$ cat src/rtl/dfr_pkg.sv
// Shared constants and types for the DFR shared-RAM arbiter.
package dfr_pkg;
   localparam int unsigned NUM_REQ  = 3;
   localparam int unsigned REQ_HOST = 0;
   localparam int unsigned REQ_RES  = 1;
   localparam int unsigned REQ_MM   = 2;
   localparam int unsigned IDX_W    = 2;
   localparam int unsigned CNT_W    = 8;

   localparam logic [0:0] ST_IDLE  = 1'b0;
   localparam logic [0:0] ST_OWNED = 1'b1;

   typedef enum logic [0:0] {
      ARB_IDLE  = ST_IDLE,
      ARB_OWNED = ST_OWNED
   } arb_state_e;

   // Index of the set bit of a one-hot requester vector.
   function automatic logic [IDX_W-1:0] onehot_idx(input logic [NUM_REQ-1:0] oh);
      logic [IDX_W-1:0] idx;
      idx = IDX_W'(REQ_MM);
      for (int unsigned i = 0; i < NUM_REQ; i++) begin
         if (oh[i]) idx = IDX_W'(i);
      end
      return idx;
   endfunction
endpackage

$ cat src/rtl/dfr_rr_pick.sv
// Combinational round-robin pick: first pending requester after the last owner, wrapping 2->0.
module dfr_rr_pick
   import dfr_pkg::*;
(
   input  logic [NUM_REQ-1:0] pend,
   input  logic [IDX_W-1:0]   last,
   output logic [NUM_REQ-1:0] pick_c
);
   function automatic logic [NUM_REQ-1:0] first_of(input logic [NUM_REQ-1:0] p,
                                                   input logic [IDX_W-1:0]   a,
                                                   input logic [IDX_W-1:0]   b,
                                                   input logic [IDX_W-1:0]   c);
      logic [NUM_REQ-1:0] r;
      r = '0;
      if (p[a])      r[a] = 1'b1;
      else if (p[b]) r[b] = 1'b1;
      else if (p[c]) r[c] = 1'b1;
      return r;
   endfunction

   always_comb begin
      pick_c = '0;
      case (last)
         IDX_W'(REQ_HOST): pick_c = first_of(pend, IDX_W'(REQ_RES), IDX_W'(REQ_MM), IDX_W'(REQ_HOST));
         IDX_W'(REQ_RES):  pick_c = first_of(pend, IDX_W'(REQ_MM), IDX_W'(REQ_HOST), IDX_W'(REQ_RES));
         default:          pick_c = first_of(pend, IDX_W'(REQ_HOST), IDX_W'(REQ_RES), IDX_W'(REQ_MM));
      endcase
   end
endmodule

$ cat src/rtl/dfr_mem_arbiter.sv
// Three-requester arbiter onto one single-port synchronous RAM, round-robin with burst limit.
// Define DFR_ARB_HOST_PRIO_EN to give the host absolute priority and unlimited bursts.
module dfr_mem_arbiter
   import dfr_pkg::*;
#(
   parameter int unsigned ADDR_WIDTH = 14,
   parameter int unsigned DATA_WIDTH = 32,
   parameter int unsigned MAX_BURST  = 16
) (
   input  logic                          S_AXI_ACLK,
   input  logic                          S_AXI_ARESETN,
   input  logic [NUM_REQ-1:0]            req,
   input  logic [NUM_REQ-1:0]            we,
   input  logic [NUM_REQ*ADDR_WIDTH-1:0] addr,
   input  logic [NUM_REQ*DATA_WIDTH-1:0] wdata,
   output logic [NUM_REQ-1:0]            gnt,
   output logic [NUM_REQ-1:0]            rvalid,
   output logic [DATA_WIDTH-1:0]         rdata,
   output logic [ADDR_WIDTH-1:0]         mem_addr,
   output logic                          mem_wen,
   output logic [DATA_WIDTH-1:0]         mem_din,
   input  logic [DATA_WIDTH-1:0]         mem_dout,
   output logic                          busy
);
`ifdef DFR_ARB_HOST_PRIO_EN
   localparam bit HOST_PRIO = 1'b1;
`else
   localparam bit HOST_PRIO = 1'b0;
`endif
   localparam logic [CNT_W-1:0]   BURST_MAX = CNT_W'(MAX_BURST);
   localparam logic [NUM_REQ-1:0] HOST_OH   = NUM_REQ'(1 << REQ_HOST);

   arb_state_e         state, state_nxt;
   logic [NUM_REQ-1:0] gnt_nxt, rvalid_nxt;
   logic [IDX_W-1:0]   last, last_nxt;
   logic [CNT_W-1:0]   cnt, cnt_nxt, cnt_inc_c;
   logic               armed;
   logic [NUM_REQ-1:0] beat_c, others_c, pend_c, rr_pend_c, rr_pick_c, pick_c;
   logic               take_c, burst_end_c;

   assign beat_c    = gnt & req;
   assign others_c  = req & ~gnt;
   assign cnt_inc_c = cnt + CNT_W'(1);
   assign pend_c    = (state == ARB_IDLE) ? req : others_c;

   // With host priority the rotation only covers reservoir and multiplier.
   assign rr_pend_c = HOST_PRIO ? (pend_c & ~HOST_OH) : pend_c;

   dfr_rr_pick u_rr_pick (
      .pend   (rr_pend_c),
      .last   (last),
      .pick_c (rr_pick_c)
   );

   assign pick_c = (HOST_PRIO && pend_c[REQ_HOST]) ? HOST_OH : rr_pick_c;

   always_comb begin
      state_nxt   = state;
      gnt_nxt     = gnt;
      last_nxt    = last;
      cnt_nxt     = cnt;
      take_c      = 1'b0;
      burst_end_c = 1'b0;
      case (state)
         ARB_IDLE: take_c = armed && (|req);
         ARB_OWNED: begin
            burst_end_c = (cnt_inc_c >= BURST_MAX) && !(HOST_PRIO && gnt[REQ_HOST]);
            if (!(|beat_c))
               take_c = 1'b1;
            else if (HOST_PRIO && req[REQ_HOST] && !gnt[REQ_HOST])
               take_c = 1'b1;
            else if (burst_end_c && (|others_c))
               take_c = 1'b1;
            else
               cnt_nxt = (cnt_inc_c >= BURST_MAX) ? '0 : cnt_inc_c;
         end
         default: ;
      endcase
      // An empty pick returns the arbiter to idle without touching the rotation point.
      if (take_c) begin
         gnt_nxt   = pick_c;
         cnt_nxt   = '0;
         state_nxt = (|pick_c) ? ARB_OWNED : ARB_IDLE;
         if ((|pick_c) && !(HOST_PRIO && pick_c[REQ_HOST]))
            last_nxt = onehot_idx(pick_c);
      end
   end

   assign rvalid_nxt = beat_c & ~we;

   always_ff @(posedge S_AXI_ACLK or negedge S_AXI_ARESETN) begin
      if (!S_AXI_ARESETN) begin
         state  <= ARB_IDLE;
         gnt    <= '0;
         rvalid <= '0;
         last   <= IDX_W'(REQ_MM);
         cnt    <= '0;
         armed  <= 1'b0;
      end else begin
         state  <= state_nxt;
         gnt    <= gnt_nxt;
         rvalid <= rvalid_nxt;
         last   <= last_nxt;
         cnt    <= cnt_nxt;
         armed  <= 1'b1;
      end
   end

   // RAM port follows the beating requester; parked at zero otherwise.
   always_comb begin
      mem_addr = '0;
      mem_din  = '0;
      mem_wen  = 1'b0;
      for (int unsigned k = 0; k < NUM_REQ; k++) begin
         if (beat_c[k]) begin
            mem_addr = addr[k*ADDR_WIDTH +: ADDR_WIDTH];
            mem_din  = wdata[k*DATA_WIDTH +: DATA_WIDTH];
            mem_wen  = we[k];
         end
      end
   end

   assign rdata = mem_dout;
   assign busy  = (|gnt) || (|rvalid);
endmodule

$ cat config.mk
export PLATFORM = sky130hd
export DESIGN_NAME = dfr_mem_arbiter
export DESIGN_NICKNAME = d
export VERILOG_FILES = /design/src/rtl/dfr_pkg.sv /design/src/rtl/dfr_rr_pick.sv /design/src/rtl/dfr_mem_arbiter.sv
export SDC_FILE = /design/constraint.sdc
export NUM_CORES = 1
export LEC_CHECK = 0
export BUFFER_PORTS_ARGS = -buffer_cell sky130_fd_sc_hd__buf_2
export CORE_AREA = 2 2 101 103
export CTS_CLUSTER_SIZE = 30
export DETAILED_ROUTE_END_ITERATION = 10
export DIE_AREA = 0 0 103 105
export GPL_TIMING_DRIVEN = 0
export PLACE_DENSITY_LB_ADDON = 0.12
export SLEW_MARGIN = 30
export SYNTH_ARGS = -nofsm -noshare
export SYNTH_HDL_FRONTEND = slang
export SYNTH_SLANG_ARGS = --single-unit
$ cat constraint.sdc
create_clock -name S_AXI_ACLK -period 2.7 [get_ports S_AXI_ACLK]
set_clock_uncertainty 0.15 [all_clocks]
set_input_delay 0.405 -clock S_AXI_ACLK [delete_from_list [all_inputs] [get_ports S_AXI_ACLK]]
set_output_delay 0.405 -clock S_AXI_ACLK [all_outputs]
set_load 0.05 [all_outputs]
* Yosys cells after proc, flatten, opt, wreduce, memory -nomap -nowiden
Index checks and enable logic that the tools add are counted.
** Storage, ports and cells
- Register bits after elaboration :: 18
- Memories :: 0
- ROM bits :: 0
- Output and inout bits :: 86
- Bits in latches :: 0
- Logic and storage cells :: 62
- Input bits :: 178
- RAM bits :: 0
** Cells by class
- Reduce and logical (&&, ||, !) cells :: 14
- Shift operators :: 0
- Equality and inequality tests :: 2
- $add $sub $neg :: 1
- Bitwise logic cells :: 6
- Div/mod/pow operators :: 0
- Multiply operators :: 0
- Magnitude comparators :: 1
- Mux-type cells :: 32
** Operators by type and width (count)
- $mux 32 :: 3
- $mux 14 :: 3
- $mux 8 :: 5
- $reduce_or 3->1 :: 6
- $mux 1 :: 13
- $mux 2 :: 5
- $and 3x3->3 :: 3
- $add 8x1->8 const B :: 1
- $ge 8x5->1 const B :: 1
- $not 3->3 :: 2
- $pmux 3 s2 :: 1
- $reduce_bool 2->1 :: 2
- $mux 3 :: 1
- $reduce_and 3->1 :: 1
- $eq 2x1->1 const B :: 1
- $logic_and 1x1->1 :: 2
- $logic_not 2->1 :: 1
- $ne 2x2->1 const B :: 1
- $pmux 1 s2 :: 1
- $reduce_and 2->1 :: 1
- $logic_or 1x1->1 :: 1
- $not 1->1 :: 1

* Logic depth before layout (Yosys ltp)
- Depth in word-level cells :: 10
- Mapped depth :: 7
- Depth with buffers taken out :: 6

* Hierarchy
Synthesis repeated with hierarchy kept, for this count alone.
** Unflattened totals
- Cells, all modules :: 281
- Area, all modules :: 2029.4 um^2
** By module, submodules not included
- dfr_mem_arbiter :: seq. area each 451.7 um^2, area each 1978.1 um^2, cells an instance 274, instances 1
- dfr_rr_pick :: seq. area each 0.0 um^2, area each 51.3 um^2, cells an instance 7, instances 1

* Worst setup path after synthesis
No wires, ideal clock.
- Kind :: reg-to-output
- Start :: reg gnt[1]
- End :: out mem_addr[0]
- Buffers on the path :: 2
- Required time :: 2.145 ns
- Arrival time :: 2.329 ns
- Setup slack :: -0.184 ns
- Cell stages (with the launch flop) :: 7
- Cells stage by stage :: dfrtp_1 > and2_1 > nor2_1 > clkbuf_1 > clkbuf_1 > a221oi_1 > nor2_1
** On the way
- Longest elaborated chain between the ends :: 3
** Ends and longest elaborated chain
- start, declared :: line dfr_mem_arbiter.sv:16 : output logic [NUM_REQ-1:0] gnt,
- start signal, assigned :: line dfr_mem_arbiter.sv:101 : gnt <= gnt_nxt;
- $and 3x3->3 :: line dfr_mem_arbiter.sv:41 : assign beat_c = gnt & req;
- $mux 14 (2 in a row) :: line dfr_mem_arbiter.sv:115 : if (beat_c[k]) begin
- end, declared :: line dfr_mem_arbiter.sv:19 : output logic [ADDR_WIDTH-1:0] mem_addr,
Every way passes these cells.

* Worst setup path after layout
- Start :: reg gnt[1]
- End :: out mem_din[29]
** On the way
- Longest elaborated chain between the ends :: 3
** Ends and longest elaborated chain
- $and 3x3->3 :: line dfr_mem_arbiter.sv:41
- $mux 32 (2 in a row) :: line dfr_mem_arbiter.sv:115
- end, declared :: line dfr_mem_arbiter.sv:21 : output logic [DATA_WIDTH-1:0] mem_din,
Every way passes these cells.

==> results.tsv <==
stage	metric	value	unit
critical_path	rr_worst_depth	6	
critical_path	buffering_stage_count_on_the_worst_path_with_inverters_included	3	
logic_synthesis	synth_async_sr_flop_share	100	%
clock_network	cts_setup_buffers	0	
critical_path	critPathMaxStageDelay	0.46	ns
power_and_ir_drop	power.static_leakage	1.99	nW
timing	period_share	95.2	%
logic_synthesis	yosysWarnings	0	
layout	antenna_cells	0	
power_and_ir_drop	design_power_total	3.39	mW
timing	hold_slack	0.172	ns
clock_network	cts_tree	done	
logic_synthesis	synth_top_area_cells	dfrtp_1 (21%), a221oi_1 (20%), nor2_1 (18%)	
floorplan	chipWidth	103	µm
grt	grt_start_max_net_pins	19	
timing	final.setup.worst_slack	0.129	ns
route	detail_route.wl_per_cell	15.5	µm
floorplan	rows	36	
clock_network	worstSkewPairLatency	0.25	ns
outcome	outcome	finished clean	
clock_network	cts_sinks	18	
route	vias_per_cell	4.53	
logic_synthesis	synth_seq_area_share	22.5	%
hold_path	hp-class	in2reg	
timing	layout_min_cycle_time	2.57	ns
floorplan	floorplan.core_area	9640	µm²
layout	layout_common_cells	buf_2 (215), nor2_1 (68), a221oi_1 (42), buf_4 (34), nor2_2 (30)	
logic_synthesis	yosys.area.top_type	dfrtp_1	
place	numPortBuffers	231	
layout	num-fill-cells	1078	
critical_path	timing.setup.critical_path_class	reg2out	
logic_synthesis	syn-mean-instance-area	7.03	µm²
route	firstDrtPassIters	4	
timing	report.final.setup_viol	0	
layout	design_area	3580	µm²
critical_path	regToRegStartpoint	gnt[2]	
clock_network	cts-htree-levels	1	
job	max_cap_violations	0	
critical_path	sequence_of_cells_on_the_critical_path	and2_1 -> buf_2 -> clkbuf_4 -> a221oi_1 -> nor2_2 -> clkbuf_4	
layout	fin_nets	701	
critical_path	worst-endpoint-required	2.14	ns
logic_synthesis	synth_largest_type_area_fraction	21.1	%
timing	max_freq	389	MHz
route	num_vias	2965	
critical_path	timing.critical_path.arrival	2.02	ns
critical_path	cpMaxStageDelayCell	dfrtp_1	
power_and_ir_drop	worst_ir_drop_vdd	0.354	mV
timing	setup_tns	0	ns
grt	antenna_found_initial	0	
floorplan	design.die.area	10800	µm²
route	routed_wirelength	10100	µm
layout	finalCoreUtilization	37.2	%
timing	grt_setup_unrepaired	false	
route	detailedRoute.firstIterationViolations	128	
place	rd_place_congestion	0.781	
critical_path	timing.critical_path.from	gnt[1]	
logic_synthesis	synthesis.area	2010	µm²
layout	finalNonFillerCells	654	
critical_path	timing.critical_path.mode_cell	clkbuf_4	
place	post_dp_cell_area	3410	µm²
route	drtAntennaViolNets	0	
place	place_hpwl	8410	µm
critical_path	startpoint_type	register	
grt	gr-usage-all-layers	17.3	%
logic_synthesis	synth_edf_count	0	
hold_path	min-delay-start	we[2]	
place	dp.cells	650	
power_and_ir_drop	pwr_density_cell	947	nW/µm²
clock_network	deepest_clock_path_buffer_count	2	
logic_synthesis	synth_cell_types	41	
clock_network	cts-buffers-inserted	3	
logic_synthesis	mappedNetlistNets	465	
grt	vias_in_the_first_global_route	2931	
hold_path	whs_path_depth	2	
critical_path	end_kind	output port	
clock_network	cts_root_buf	clkbuf_8	
layout	flow.area_growth_from_synthesis	78.0	%
place	place_worst_setup_slack	-0.163	ns
critical_path	worst-path-stages	6	
grt	grt_residual_overflow	0	
floorplan	dieHeight	105	µm
grt	first_pass_grt_wire_length	14800	µm
logic_synthesis	ys_ff_latch	18	
timing	drv_slew	0	
route	drcViolationCount	0	
floorplan	io_pins	264	
critical_path	path_delay_family	buffers and inverters	
logic_synthesis	yosys_most_used_dff	dfrtp_1	
layout	layout_commonest_cell	buf_2	
logic_synthesis	synthCells	286	
layout	final_layout_size_suffix_gt1_share	62.8	%
clock_network	cts.clk_slew.worst_paths	0.07	ns
critical_path	worstPathMaxFanout	10	
timing	hold_viol	0	
floorplan	initial_util	20.9	%
==> kinds of logic after synthesis <==
family / Yosys count / synth area share (%)
XOR/XNOR: 2 / 0.871
multiplexers: 3 / 2.24
AO/OA/AOI/OAI: 71 / 29.0
flip-flops: 18 / 22.5
other: 1 / 0.186
buffers and inverters: 56 / 16.8
adder cells (fa/ha/maj): 1 / 0.622
AND/OR/NAND/NOR: 134 / 27.9
==> power breakdown <==
part           total [mW]  internal (mW)  switching (mW)
clock network       0.222          0.130          0.0928
logic                2.75          0.817            1.94
registers           0.415          0.334          0.0810
==> Yosys cell counts, types with 2 or more instances <==
cell      instances
a21oi_1           3
a221oi_1         47
a22o_1            2
and2_1            6
and3_1            3
buf_1             2
buf_4            32
clkbuf_1         18
dfrtp_1          17
inv_1             2
mux2_4            3
nand2_1          13
nand3_1           2
nor2_1           98
nor2b_1           3
nor3_1            3
o21ai_0           3
o21ai_1           5
o22ai_1           2
==> metal layers <==
metal | GRT usage, % | share of wire, % | vias to the layer above
met5 | 0 | 0 | -
met3 | 3.14 | 7.6 | 6
met2 | 34.6 | 55 | 150
met4 | 1.79 | 0.58 | 0
li1 | - | - | 1469
met1 | 18.9 | 37 | 1340
==> flip-flops by register name, summed over array words and instances (netlist names) <==
register / flops
cnt: 8
rvalid: 3
last: 2
armed: 1
gnt: 3
state: 1
==> area by class of cell <==
type	count	area [µm²]	area share (%)
flip-flops and latches	18	452	12.6
plain buffers	52	353	9.85
inverters	3	11.3	0.314
repair buffers	232	1210	33.9
well taps	133	166	4.65
clock buffers	4	55.1	1.54
multi-input cells	212	1330	37.2
==> final timing paths <==
| check | end | slack [ns] |
|---|---|---|
| max | mem_din[29] | 0.13 |
| min | rvalid[2] | 0.17 |
| max reg2reg | gnt[2] | 0.54 |
| min reg2reg | cnt[0] | 0.35 |
| max in group asynchronous | last[1] | 1.61 |
| min in group asynchronous | cnt[4] | 0.46 |
==> timing repair <==
| action | CTS | global route |
|---|---|---|
| pin swaps | 0 | 0 |
| hold buffers | 1 | 0 |
| endpoints found under the hold margin | 17 | 0 |
| gates resized for setup | 13 | 40 |
| endpoints found under the setup margin | 31 | 38 |
No activity file was read; power rests on OpenSTA's default activity.
